File: src/rtl/memory_port_sequencer.sv
// Valid/ready request sequencer driving a single-port synchronous RAM (registered-address read).
// Optional write acknowledge response: define MEMORY_PORT_SEQUENCER_WRITE_ACK_EN.
module memory_port_sequencer #(
    parameter int unsigned DATAWIDTH    = 8,
    parameter int unsigned DATADEPTH    = 1024,
    parameter int unsigned ADDRESSWIDTH = $clog2(DATADEPTH)
) (
    input  logic                    clk,
    input  logic                    reset,
    input  logic                    req_valid_i,
    output logic                    req_ready_o,
    input  logic                    req_write_i,
    input  logic [ADDRESSWIDTH-1:0] req_address_i,
    input  logic [DATAWIDTH-1:0]    req_data_i,
    output logic                    rsp_valid_o,
    input  logic                    rsp_ready_i,
    output logic                    rsp_write_o,
    output logic [DATAWIDTH-1:0]    rsp_data_o,
    output logic                    mem_write_en_o,
    output logic [DATAWIDTH-1:0]    mem_data_in_o,
    output logic [ADDRESSWIDTH-1:0] mem_address_o,
    input  logic [DATAWIDTH-1:0]    mem_data_out_i
);

    typedef enum logic [1:0] {StIdle, StRead, StResp} state_e;

    state_e                  state_q, state_d;
    logic [ADDRESSWIDTH-1:0] addr_q, addr_d;
    logic [DATAWIDTH-1:0]    wdata_q, wdata_d;
    logic [DATAWIDTH-1:0]    rsp_data_q, rsp_data_d;
    logic                    accept, pop;
`ifdef MEMORY_PORT_SEQUENCER_WRITE_ACK_EN
    logic                    rsp_write_q, rsp_write_d;
`endif

    // req_ready never looks at req_valid; only RESP forwards rsp_ready.
    always_comb begin
        req_ready_o = 1'b0;
        unique case (state_q)
            StIdle:  req_ready_o = 1'b1;
            StResp:  req_ready_o = rsp_ready_i;
            default: req_ready_o = 1'b0;
        endcase
        if (reset) begin
            req_ready_o = 1'b0;
        end
    end

    assign rsp_valid_o    = (state_q == StResp) && !reset;
    assign accept         = req_valid_i && req_ready_o;
    assign pop            = rsp_valid_o && rsp_ready_i;
    assign rsp_data_o     = rsp_data_q;
    assign mem_write_en_o = accept && req_write_i;
    assign mem_address_o  = accept ? req_address_i : addr_q;
    assign mem_data_in_o  = mem_write_en_o ? req_data_i : wdata_q;
    assign addr_d         = mem_address_o;
    assign wdata_d        = mem_data_in_o;

`ifdef MEMORY_PORT_SEQUENCER_WRITE_ACK_EN
    assign rsp_write_o = rsp_write_q;
`else
    assign rsp_write_o = 1'b0;
`endif

    always_comb begin
        state_d    = state_q;
        rsp_data_d = rsp_data_q;
`ifdef MEMORY_PORT_SEQUENCER_WRITE_ACK_EN
        rsp_write_d = rsp_write_q;
`endif
        unique case (state_q)
            StIdle, StResp: begin
                if (pop) begin
                    state_d = StIdle;
                end
                if (accept) begin
                    if (req_write_i) begin
`ifdef MEMORY_PORT_SEQUENCER_WRITE_ACK_EN
                        state_d     = StResp;
                        rsp_data_d  = req_data_i;
                        rsp_write_d = 1'b1;
`else
                        state_d = StIdle;
`endif
                    end else begin
                        state_d = StRead;
                    end
                end
            end
            StRead: begin
                // RAM output is valid for the address registered at the accept edge.
                state_d    = StResp;
                rsp_data_d = mem_data_out_i;
`ifdef MEMORY_PORT_SEQUENCER_WRITE_ACK_EN
                rsp_write_d = 1'b0;
`endif
            end
            default: state_d = StIdle;
        endcase
    end

    always_ff @(posedge clk) begin
        if (reset) begin
            state_q    <= StIdle;
            addr_q     <= '0;
            wdata_q    <= '0;
            rsp_data_q <= '0;
`ifdef MEMORY_PORT_SEQUENCER_WRITE_ACK_EN
            rsp_write_q <= 1'b0;
`endif
        end else begin
            state_q    <= state_d;
            addr_q     <= addr_d;
            wdata_q    <= wdata_d;
            rsp_data_q <= rsp_data_d;
`ifdef MEMORY_PORT_SEQUENCER_WRITE_ACK_EN
            rsp_write_q <= rsp_write_d;
`endif
        end
    end

endmodule

File: config.mk
export PLATFORM = sky130hd
export DESIGN_NAME = memory_port_sequencer
export DESIGN_NICKNAME = d
export VERILOG_FILES = /design/src/rtl/memory_port_sequencer.sv
export SDC_FILE = /design/constraint.sdc
export NUM_CORES = 1
export LEC_CHECK = 0
export CAP_MARGIN = 20
export CORE_UTILIZATION = 60
export DETAILED_ROUTE_END_ITERATION = 10
export DONT_BUFFER_PORTS = 1
export PLACE_DENSITY = 0.76
export SYNTH_ARGS = -nofsm -noshare
export SYNTH_HDL_FRONTEND = slang
export SYNTH_SLANG_ARGS = --single-unit
File: constraint.sdc
create_clock -name clk -period 3.7 [get_ports clk]
set_input_delay 0.74 -clock clk [delete_from_list [all_inputs] [get_ports clk]]
set_output_delay 0.74 -clock clk [all_outputs]
set_load 0.05 [all_outputs]
# [Yosys cells after proc, flatten, opt, wreduce, memory -nomap -nowiden]
# Index checks and enable logic that the tools add are counted.
[totals] mem_count=0 out_inout_bits=30 register_bits=28 mem_bits_ro=0 latchBits=0 word_cells=22 mem_bits_rw=0
[classes] magnitude_cmp=0 mul=0 n_eq_ne=3 div_mod_pow=0 addsub=0 mux=8 shift=0 n_bitwise=0 reduce_logical=7
[ops] op="10-bit two-way mux" n=1
[ops] op="8-bit two-way mux" n=1
[ops] op="1-bit logical AND" n=4
[ops] op="2-bit two-way mux" n=2
[ops] op="2-bit one-hot mux with 2 select lines" n=1
[ops] op="3-bit inequality test (second input constant)" n=1
[ops] op="2-bit by 1-bit == test with 1-bit output (second input constant)" n=1
[ops] op="2-bit == test (second input constant)" n=1
[ops] op="2-bit zero test" n=1
[ops] op="1-bit two-way mux" n=2
[ops] op="1-bit one-hot mux with 2 select lines" n=1
[ops] op="2-bit OR reduction" n=1
[ops] op="1-bit zero test" n=1

# [Depth between registers and ports, before layout]
[depth] word_depth=6 ltp_mapped=4

# [Worst setup path before layout]
# Ideal clock, no wire load.
[synth_timing] path_kind="input port to output port" start="in reset" end="out req_ready_o" required_ns=2.960 setup_slack_ns=0.814 arrival_ns=2.146 path_buffers=2 cell_stages=3 cell_sequence="buf_2 buf_2 nor3_1"
[synth_between] elab_chain_cells=1
[synth_lines] element="start, declared" line="9" source="input logic reset,"
[synth_lines] element="1-bit two-way mux" line="44" source="if (reset) begin"
[synth_lines] element="end, declared" line="11" source="output logic req_ready_o,"
# No other way between the ends.

# [Final worst setup path]
[layout_timing] start="reg state_q[0]" end="out mem_address_o[2]"
[layout_between] elab_chain_cells=5
[layout_lines] element="start, declared" line="27" source="state_e state_q, state_d;"
[layout_lines] element="start signal, assigned" line="104" source="state_q <= StIdle;"
[layout_lines] element="start signal, assigned" line="112" source="state_q <= state_d;"
[layout_lines] element="2-bit == test / 2-bit zero test (equally long branches)" line="39" source="unique case (state_q)"
[layout_lines] element="1-bit one-hot mux with 2 select lines *" line="39"
[layout_lines] element="1-bit two-way mux *" line="44"
[layout_lines] element="1-bit logical AND *" line="50" source="assign accept = req_valid_i && req_ready_o;"
[layout_lines] element="10-bit two-way mux *" line="54" source="assign mem_address_o = accept ? req_address_i : addr_q;"
[layout_lines] element="end, declared" line="21" source="output logic [ADDRESSWIDTH-1:0] mem_address_o,"
# Every way passes the cells marked *; elsewhere a longest branch is shown, timed or not.

==> qor.txt <==
sw frac - 30.2%
fillers - 191
clock sink count - 28
syn_nets - 172
Cells after Synth - 141
Final min period - 2.60 ns
Fin. Hold Viols - 0
Seq pwr share - 49.4%
hold buffer count at cts - 0
Peak Freq - 385 MHz
Clk pwr share - 29.0%
initial antenna violation count - 0
TritonCTS Buffers - 3
CTS tree - built
Finished Cell Area - 1460 µm²
Starting Density - 64.0%
GRT Total Usage - 20.2%
Syn. warnings - 0
final std cells w/o fill - 164
die area - 2580 µm²
sw power - 207 µW
max_slew headroom - 43.5%
startpoint types - flop
RSZ-0062 raised after global routing - no
Setup-failing EPs final - 0
clock transition at the registers of the reported paths - 0.15 ns
DRC violations left - 0
P_leak - 0.610 nW
layout cells sized above 1 - 27.9%
Int Power - 478 µW
CTS HTree Levels - 1
fin util - 65.5%
WL per Instance - 15.0 µm
Post-Syn Area - 1430 µm²
setup slack after layout - 1.10 ns
synthesized flop and latch total - 28
unique cell type count in the Yosys netlist - 25
CP Capture Type - primary output
die width - 50.8 µm
Seq/Total Area, Yosys - 39.2%
Crit Path Max Fanout - 21
CTS Buffer Depth - 2
Setup TNS - 0 ns
vias after detailed routing - 966
Via-to-Cell Ratio - 5.89
pwr dens - 469 nW/µm²
final worst path period share - 70.2%
Placer Congestion - 0.672
worst-skew pair later-pin latency - 0.32 ns
Port Buf Inserts - 0
required time worst endpoint - 2.96 ns
pre-CTS setup slack - 1.22 ns
Worst Tran Pin Value - 0.843 ns
status - finished clean
Placed Instance Area - 1410 µm²
largest net degree at the start of global routing - 24
nets - 168
leading cell types in the layout, fill and taps excluded - dfxtp_1, mux2_4, nand2_1
Max Slew Vio Count - 0
first-pass GRT wire length - 3.87 mm
GRT overflow - 0
Die Y - 50.8 µm
Core Box Area - 2230 µm²
I/O pin count - 61
most common cell after layout, fill and taps aside - dfxtp_1
DP HPWL - 1.72 mm
vias in the first global route - 925
IR drop worst, VDD - 0.290 mV
initial drt markers - 7
remaining antenna violation count after routing - 0
row cnt - 17
Syn-to-layout area delta - 2.36%
Worst Skew - 0.000891 ns
syn avg cell area - 10.1 µm²
Post-CTS Resized - 0
crit path kind - flop to primary output
Detailed Routing Iterations Pass 1 - 4
Logic pwr share - 21.7%
final WL - 2.46 mm
placed cells - 160
max-cap viol count - 0
arrival time at the worst endpoint - 1.86 ns
n_diodes - 0
Post-CTS Setup Repair Bufs - 0
Hold Path Class - input pin to flop
CTS Root Cell - clkbuf_4
worst paths after layout:
check	from	end	slack (ns)	cells past startpoint
max	state_q[0]	mem_address_o[2]	1.10	3
min	reset	rsp_data_o[7]	0.47	1
min reg2reg	wdata_q[2]	wdata_q[2]	0.51	2
max reg2reg	state_q[0]	addr_q[0]	2.13	3
Yosys cell counts:
cell type  number  share of area [%]
dfxtp_1        28                 39
conb_1          1               0.26
nand3_2         1               0.70
a21oi_1         9                3.2
clkbuf_1        3               0.79
mux2_4         20                 21
or3b_2          1               0.61
nor3b_1         1               0.53
nand2b_1        2               0.88
buf_1           1               0.26
o21ai_0         6                2.1
and2_1          1               0.44
mux2_2          8                6.3
o311ai_0        8                4.9
buf_4           1               0.53
nand2_1        17                4.5
o21ai_1         2               0.70
nor3_1          1               0.35
buf_6           3                2.4
and2b_1         2                1.1
nor2_2          1               0.44
inv_1          10                2.6
nor2b_1        11                4.8
and3_4          1               0.79
buf_2           2               0.70
logic make-up after synthesis:
family | after synthesis | synth area share [%]
simple gates | 39 | 15.1
compound gates | 25 | 10.9
flops | 28 | 39.2
other cells | 1 | 0.262
buf+inv | 20 | 7.27
mux | 28 | 27.3
stage by stage:
stage / power, mW / hold WS [ns]
detailed placement: 0.494 / 0.487
finish: 0.685 / 0.467
floorplan: 0.490 / 0.455
CTS: 0.689 / 0.448
global route: 0.708 / 0.440
global placement: 0.491 / 0.474
flip-flops by register name (all words and copies together) (netlist names):
register and cells:
state_q 2, addr_q 10, rsp_data_o 8, wdata_q 8
critical path: stages, from the launching register on:
cell and delay [ns]:
dfxtp_1 0.47, nor2_2 0.19, and3_4 0.44, mux2_4 0.43
layout make-up:
cell class	instances	area [µm²]	area share (%)
well taps	28	35.0	2.40
clock buffers	3	22.5	1.54
multi-input cells	93	769	52.6
repair buffers	1	7.51	0.513
flip-flops and latches	28	561	38.3
inverters	10	37.5	2.57
clock inverters	1	30.0	2.05
power groups by stage:
stage	logic (mW)	registers [mW]	clock network [mW]
after floorplan	0.149	0.341	0
after global routing	0.156	0.341	0.212
after CTS	0.149	0.338	0.202
after detailed placement	0.149	0.345	0
final	0.148	0.338	0.199
after global placement	0.146	0.344	0
layer usage:
metal / routed length, µm / track usage [%]
met3: 170 / 4.24
met4: 38 / 9.72
met5: 0 / 0
met2: 1210 / 36.4
met1: 1040 / 22.1
No activity file was read; power rests on OpenSTA's default activity.
